==> src/rtl/cereal_pkg.sv <==
// Shared types and constants for the cereal serializer arbiter.
package cereal_pkg;

  localparam int BYTE_W = 8;
  localparam int ID_W   = 3;

  localparam int DEF_NUM_REQ      = 4;
  localparam int DEF_START_CYCLES = 300;
  localparam int DEF_FRAME_CYCLES = 52080;

  typedef enum logic [2:0] {
    IDLE  = 3'd0,
    LOAD  = 3'd1,
    START = 3'd2,
    WAIT  = 3'd3,
    DONE  = 3'd4
  } state_t;

endpackage

==> src/rtl/cereal_arbiter_rr_pick.sv <==
// Round-robin winner search: first set request bit strictly after ptr,
// wrapping modulo NUM_REQ. Purely combinational.
module rr_pick
  import cereal_pkg::*;
#(
  parameter int NUM_REQ = DEF_NUM_REQ
) (
  input  logic [NUM_REQ-1:0] req,
  input  logic [ID_W-1:0]    ptr,
  output logic [ID_W-1:0]    winner,
  output logic               valid
);

  // Pad to 8 bits so a 3-bit index always lands inside the vector.
  logic [7:0] req_pad;
  assign req_pad = 8'(req);

  // Scan ptr+1, ptr+2, ... wrapping; the first request found wins.
  always_comb begin
    int idx;
    winner = '0;
    valid  = 1'b0;
    idx    = 0;
    for (int k = 1; k <= NUM_REQ; k++) begin
      idx = int'(ptr) + k;
      if (idx >= NUM_REQ) begin
        idx = idx - NUM_REQ;
      end else begin
        idx = idx;
      end
      if (!valid && req_pad[idx[2:0]]) begin
        winner = idx[2:0];
        valid  = 1'b1;
      end else begin
        valid  = valid;
      end
    end
  end

endmodule

==> src/rtl/cereal_arbiter.sv <==
// cereal_arbiter: shares one cereal serializer between NUM_REQ byte producers.
// Round-robin grant, byte latched at grant, ser_start held START_CYCLES,
// then a hold-off until FRAME_CYCLES after the start rise, then a one-cycle ack.
// Optional build macro: CEREAL_ARB_PRIO0_EN -- requester 0 becomes fixed highest
// priority (wins without moving rr_ptr); the rest round-robin among themselves.
module cereal_arbiter
  import cereal_pkg::*;
#(
  parameter int NUM_REQ      = DEF_NUM_REQ,
  parameter int START_CYCLES = DEF_START_CYCLES,
  parameter int FRAME_CYCLES = DEF_FRAME_CYCLES
) (
  input  logic                      sysclk,
  input  logic                      reset,
  input  logic [NUM_REQ-1:0]        req,
  input  logic [NUM_REQ*BYTE_W-1:0] req_data,
  output logic [NUM_REQ-1:0]        ack,
  output logic [ID_W-1:0]           grant_id,
  output logic                      busy,
  output logic [BYTE_W-1:0]         ser_data,
  output logic                      ser_start
);

  localparam int                CNT_W      = $clog2(FRAME_CYCLES + 1);
  localparam logic [CNT_W-1:0]  START_LAST = CNT_W'(START_CYCLES - 1);
  localparam logic [CNT_W-1:0]  FRAME_LAST = CNT_W'(FRAME_CYCLES - 1);
  localparam logic [ID_W-1:0]   PTR_INIT   = ID_W'(NUM_REQ - 1);

  state_t              state;
  logic [CNT_W-1:0]    cnt;
  logic [ID_W-1:0]     rr_ptr;

  logic [NUM_REQ-1:0]  rr_req;
  logic [ID_W-1:0]     rr_winner;
  logic                rr_valid;
  logic [ID_W-1:0]     pick;
  logic                pick_valid;
  logic                ptr_update;
  logic [BYTE_W-1:0]   pick_byte;

  // Requests that take part in the round-robin search.
  always_comb begin
    rr_req = req;
`ifdef CEREAL_ARB_PRIO0_EN
    rr_req[0] = 1'b0;
`endif
  end

  rr_pick #(
    .NUM_REQ (NUM_REQ)
  ) u_rr_pick (
    .req    (rr_req),
    .ptr    (rr_ptr),
    .winner (rr_winner),
    .valid  (rr_valid)
  );

  // Final winner; a fixed-priority win by requester 0 leaves rr_ptr alone.
  always_comb begin
    pick       = rr_winner;
    pick_valid = rr_valid;
    ptr_update = rr_valid;
`ifdef CEREAL_ARB_PRIO0_EN
    if (req[0]) begin
      pick       = '0;
      pick_valid = 1'b1;
      ptr_update = 1'b0;
    end else begin
      pick       = rr_winner;
    end
`endif
  end

  // Byte slot belonging to the winner.
  always_comb begin
    pick_byte = '0;
    for (int i = 0; i < NUM_REQ; i++) begin
      if (pick == ID_W'(i)) begin
        pick_byte = req_data[BYTE_W*i +: BYTE_W];
      end else begin
        pick_byte = pick_byte;
      end
    end
  end

  // Grant/frame FSM with the shared frame counter; all outputs registered.
  always_ff @(posedge sysclk or posedge reset) begin
    if (reset) begin
      state     <= IDLE;
      cnt       <= '0;
      rr_ptr    <= PTR_INIT;
      ack       <= '0;
      grant_id  <= '0;
      busy      <= 1'b0;
      ser_data  <= '0;
      ser_start <= 1'b0;
    end else begin
      case (state)
        IDLE: begin
          if (pick_valid) begin
            ser_data <= pick_byte;
            grant_id <= pick;
            if (ptr_update) begin
              rr_ptr <= pick;
            end
            busy  <= 1'b1;
            state <= LOAD;
          end
        end
        LOAD: begin
          // Data has had one cycle to settle; raise the start strobe.
          cnt       <= '0;
          ser_start <= 1'b1;
          state     <= START;
        end
        START: begin
          cnt <= cnt + 1'b1;
          if (cnt == START_LAST) begin
            ser_start <= 1'b0;
            state     <= WAIT;
          end
        end
        WAIT: begin
          cnt <= cnt + 1'b1;
          if (cnt == FRAME_LAST) begin
            for (int i = 0; i < NUM_REQ; i++) begin
              ack[i] <= (grant_id == ID_W'(i));
            end
            state <= DONE;
          end
        end
        DONE: begin
          ack   <= '0;
          busy  <= 1'b0;
          state <= IDLE;
        end
        default: begin
          ack       <= '0;
          busy      <= 1'b0;
          ser_start <= 1'b0;
          state     <= IDLE;
        end
      endcase
    end
  end

endmodule

==> config.mk <==
export PLATFORM = sky130hd
export DESIGN_NAME = cereal_arbiter
export DESIGN_NICKNAME = d
export VERILOG_FILES = /design/src/rtl/cereal_pkg.sv /design/src/rtl/cereal_arbiter_rr_pick.sv /design/src/rtl/cereal_arbiter.sv
export SDC_FILE = /design/constraint.sdc
export NUM_CORES = 1
export LEC_CHECK = 0
export ABC_CLOCK_PERIOD_IN_PS = 3400
export CAP_MARGIN = 10
export CORE_ASPECT_RATIO = 0.9
export CORE_MARGIN = 10
export CORE_UTILIZATION = 50
export DETAILED_ROUTE_END_ITERATION = 8
export PLACE_DENSITY = 0.82
export SETUP_SLACK_MARGIN = 0.3
export SYNTH_ARGS = -nofsm -noshare
export SYNTH_HDL_FRONTEND = slang
export SYNTH_SLANG_ARGS = --single-unit
==> constraint.sdc <==
create_clock -name sysclk -period 3.4 [get_ports sysclk]
set_input_delay 0.68 -clock sysclk [delete_from_list [all_inputs] [get_ports sysclk]]
set_output_delay 0.68 -clock sysclk [all_outputs]
set_load 0.005 [all_outputs]
Word-level counts from Yosys, hierarchy flattened
Cells that the tools add are included.

word-level totals
  register bits after elaboration = 39
  input bits = 38
  output and inout port bits = 17

cells by class
  $add $sub $neg = 9
  order comparisons = 8
  eq/ne operators = 15
  mux-type cells = 35
  bitwise operators = 3
  reduce and logical (&&, ||, !) cells = 19

operators with widths
  kind                     number
  $mux W3                  11
  $mux W8                  4
  $pmux W16 S2             1
  $eq A3 B2 Y1 const B     6
  $add A16 B1 Y16 const B  1
  $eq A16 B16 Y1 const B   1
  $eq A16 B9 Y1 const B    1
  $ge A4 B3 Y1 const B     4
  $lt A3 B4 Y1 const B     4
  $bmux W1 S3              4
  $pmux W3 S4              1
  $sub A3 B3 Y3 const B    4
  $mux W1                  10
  $eq A3 B1 Y1 const B     3
  $logic_not A3 Y1         3
  $reduce_or A3 Y1         3
  $add A3 B2 Y4 const B    2
  $pmux W4 S2              1
  $reduce_and A2 Y1        4
  $ne A2 B2 Y1 const B     3
  $add A3 B1 Y4 const B    1
  $add A3 B3 Y4 const B    1
  $mux W4                  1
  $eq A3 B3 Y1 const B     1
  8 further kinds          14

Depth between registers and ports, before layout
  word-level depth = 20
  mapped depth = 12

Modules after synthesis
From an unflattened synthesis, not the netlist that was laid out.

unflattened totals
  cell total of the unflattened synthesis = 231
  area, all modules = 2,372.3 sq um

modules (own cells, without submodules)
  module          instances  cells each  area an instance (sq um)
  cereal_arbiter  1          186         2,052.0
  rr_pick         1          45          320.3

Worst setup path before layout
No wires, ideal clock.

  path type = reg2reg
  start point = reg rr_ptr[0]
  end point = reg ser_data[0]
  setup time = 126 ps
  data arrival time = 2,871 ps
  slack = 403 ps
  stages on the path, launching flop included = 12
  period minus slack after synthesis = 2,997 ps
  cell sequence = dfstp_2 buf_6 buf_4 inv_1 ha_1 mux4_2 o21ai_4 o21ai_4 nor3_2 a21oi_2 mux2_1 a221o_1

between the ends
  word-level cells in the longest chain between the ends = 20
  elaborated cells on any way between the ends = 47

ends and longest elaborated chain
  element                                               RTL line                                                    source
  start, declared                                       cereal_arbiter.sv:31                                        logic [ID_W-1:0] rr_ptr;
  start signal, assigned                                cereal_arbiter.sv:104                                       rr_ptr <= pick;
  $add A3 B1 Y4                                         cereal_arbiter_rr_pick.sv:25                                idx = int'(ptr) + k;
  $ge A4 B3 Y1 / $sub A3 B3 Y3 (equally long branches)  cereal_arbiter_rr_pick.sv:26, cereal_arbiter_rr_pick.sv:27
  $mux W3                                               cereal_arbiter_rr_pick.sv:26                                if (idx >= NUM_REQ) begin
  $bmux W1 S3                                           cereal_arbiter_rr_pick.sv:31                                if (!valid && req_pad[idx[2:0]]) begin
  $mux W1 (not written as such)                         cereal_arbiter_rr_pick.sv:31
  $mux W1                                               cereal_arbiter_rr_pick.sv:31
  $logic_not A1 Y1                                      cereal_arbiter_rr_pick.sv:31
  $logic_and A1 B1 Y1                                   cereal_arbiter_rr_pick.sv:31
  $mux W1                                               cereal_arbiter_rr_pick.sv:31
  $logic_not A1 Y1                                      cereal_arbiter_rr_pick.sv:31
  $logic_and A1 B1 Y1                                   cereal_arbiter_rr_pick.sv:31
  $mux W1                                               cereal_arbiter_rr_pick.sv:31
  $logic_not A1 Y1                                      cereal_arbiter_rr_pick.sv:31
  $logic_and A1 B1 Y1                                   cereal_arbiter_rr_pick.sv:31
  $mux W3                                               cereal_arbiter_rr_pick.sv:31
  $logic_not A3 Y1                                      cereal_arbiter.sv:78                                        if (pick == ID_W'(i)) begin
  $mux W8 (4 in series)                                 cereal_arbiter.sv:78
  end signal, assigned                                  cereal_arbiter.sv:101                                       ser_data <= pick_byte;
  end, declared                                         cereal_arbiter.sv:20                                        output logic [BYTE_W-1:0] ser_data,

Parallel ways exist; a longest one is shown, timed or not. The select of a mux whose other input is x is not followed.
A chain may end at the register's enable or synchronous reset.

Worst setup path in the final report
  start point = reg rr_ptr[1]
  end point = reg ser_data[0]

Same word-level chain as after synthesis.

==> flow_metrics.py <==
metrics = {
    "outcome": {
        "status": "finished clean",
    },
    "yosys": {
        "ys_warn_count": 0,
        "netlist.area_leader.share": 0.3604,
        "syn_inst": 273,
        "synth.area.top_cells": "dfrtp_1 36%, o21ai_0 7.6%, nand2_1 5.0%",
        "netlist_area_mm2": 0.002500,
        "ys_async_sr_fraction": 1.000,
        "synth_ff_type": "dfrtp_1",
        "synth_cell_types": 54,
        "synth_edf_count": 0,
        "synth_area_leader_cell": "dfrtp_1",
        "syn-mean-instance-area_um2": 9.157,
        "synth-seq-area-share": 0.3814,
        "ys_top_cells_by_count": "38 x o21ai_0, 36 x dfrtp_1, 33 x nand2_1",
        "synth-seq-cells": 38,
        "yosysMostFrequentCell": "o21ai_0",
        "syn_nets": 314,
    },
    "die": {
        "die-width_um": 94.54,
        "dieArea_mm2": 0.008232,
        "start_util": 0.5171,
        "die_height_um": 87.08,
        "rows": 24,
        "io_pins": 55,
        "core_mm2": 0.004835,
    },
    "global_routing": {
        "grt_pass1_wl_um": 10900,
        "gr-total-overflow": 0,
        "grt_max_degree": 26,
        "track_usage": 0.1625,
        "antenna_found_initial": 0,
        "grt_pass1_vias": 2232,
    },
    "sta": {
        "relSlewSlack": 0.4526,
        "clock.fmax_mhz": 342.7,
        "tightestPinTransition_ns": 0.8202,
        "rsz0062_at_grt": "false",
        "layout_setup_ws_ns": 0.4820,
        "hold_viol": 0,
        "skew_ns": 0.005685,
        "slew_viol_final": 0,
        "post-route-period-util": 0.8582,
        "setup_viol": 0,
        "fin_setup_tns_ns": 0,
        "layout_min_cycle_time_ns": 2.918,
    },
    "place": {
        "io_buffer_count": 54,
        "pre_cts_slack_ns": 0.1377,
        "postPlaceCellArea_mm2": 0.003097,
        "dp_hpwl_um": 4807,
        "gp_congestion": 0.8796,
    },
    "clock_network": {
        "cts_tree": "built",
        "cts_max_level": 2,
        "clk_latency_ns": 0.30,
        "cts_hold_buf": 0,
        "cts_buffers": 5,
        "root_buffer": "clkbuf_8",
        "clk_pin_slew_ns": 0.08,
        "cts_max_path_buffers": 2,
        "clock_sinks": 38,
    },
    "worst_setup_path": {
        "crit_path_end_kind": "register",
        "required_ns": 3.59,
        "worstPathArrival_ns": 3.10,
        "cp_max_fo": 10,
        "crit_type": "register to register",
        "start_kind": "register",
    },
    "route": {
        "ant_nets": 0,
        "wl_um": 6348,
        "drcViolationCount": 0,
        "via_per_inst": 5.843,
        "vias": 2314,
        "drt_pass1_iterations": 4,
        "drt-initial-drc-count": 103,
        "drt-wirelength-per-cell_um": 16.03,
    },
    "layout": {
        "area_growth_pct": 30.58,
        "postLayoutCoreUtil": 0.6752,
        "final_area_mm2": 0.003264,
        "drive_gt1_frac": 0.1329,
        "nets": 371,
        "n_antenna_cell": 0,
    },
    "job": {
        "cap_violations": 0,
    },
    "pwr": {
        "p_per_area_mw_per_mm2": 737.3,
        "power.leakage_uw": 0.001352,
        "ir_worst_vdd_v": 0.0004519,
        "p_total_uw": 2407,
    },
    "min_path": {
        "hold_path_class": "register to register",
    },
}
[worst max-delay path, cell delays in order, from the launching register on]
cell      delay (ns)
dfstp_2         0.65
inv_1           0.11
ha_1            0.38
mux4_2          0.36
nand2_2         0.14
nand3b_2        0.13
a21boi_1        0.18
o21ai_2         0.43
a311oi_1        0.13
a221o_1         0.30
[cell type report]
class	count	area (um^2)
multi-input combinational	216	1453
sequential	38	953.4
timing repair buffer	64	615.6
fill	379	1570
clock inverter	2	60.06
clock buffer	6	82.58
tap	65	81.33
inverter	5	18.77
[where the power goes]
group | total [uW] | internal (uW) | switching (uW)
registers | 699 | 570 | 129
clock network | 480 | 313 | 167
logic | 1230 | 629 | 599
total | 2410 | 1510 | 894
[metrics by stage]
step	std cells	hold slack, ns
2_1_floorplan	273	0.4642
3_3_place_gp	385	0.4629
3_5_place_dp	385	0.4676
4_1_cts	396	0.4857
5_1_grt	396	0.4951
6_report	396	0.4787
[cells in the final DEF (no fill, tap or decap), types with 6 or more instances in the layout]
cell type,count
clkbuf_8,6
mux2i_1,6
a311oi_1,7
a221o_1,7
nor2_1,23
dfrtp_1,36
nand3_1,8
mux2_2,6
o21ai_0,38
buf_4,10
and3_1,6
nand4_1,7
nand2b_1,7
mux2_1,8
nand2_1,33
clkdlybuf4s50_1,54
[metal layers]
metal / routed length (um) / vias to the layer above / GRT usage
li1: - / 1123 / -
met1: 2841 / 1105 / 0.2066
met2: 2914 / 68 / 0.2562
met3: 362 / 18 / 0.03276
met4: 229 / 0 / 0.08016
met5: 0 / - / 0
[kinds of logic after synthesis]
| family | Yosys count | synth area share |
|---|---|---|
| and+or+nand+nor | 107 | 0.2137 |
| xor gates and xnor gates | 2 | 0.007008 |
| buffers and inverters | 19 | 0.03854 |
| DFF | 38 | 0.3814 |
| adders and majority gates | 3 | 0.01502 |
| AOI/OAI and AO/OA | 80 | 0.2272 |
| muxes | 24 | 0.1171 |
[repair_timing]
item,4_1_cts,5_1_grt
buffers inserted,3,0
setup endpoints to repair,7,3
cloned,0,0
pin swaps,1,0
resized for setup,0,2
[worst paths after layout]
kind,endpoint,depth (start not counted),startpoint,slack [ns]
worst max-delay path,ser_data[0],9,rr_ptr[1],0.48
worst min-delay path,ack[1],2,ack[1],0.48
worst max register to register,ser_data[0],9,rr_ptr[1],0.48
worst min register to register,ack[1],2,ack[1],0.48
max in group asynchronous,rr_ptr[1],3,reset,1.85
min in group asynchronous,cnt[2],2,reset,0.84
[registers in the layout (all words and copies together), names as in the netlist]
signal,flops
ser_start,1
state,3
rr_ptr,2
ser_data,8
cnt,16
busy,1
ack,4
grant_id,3
(Power assumes the default switching activity.)
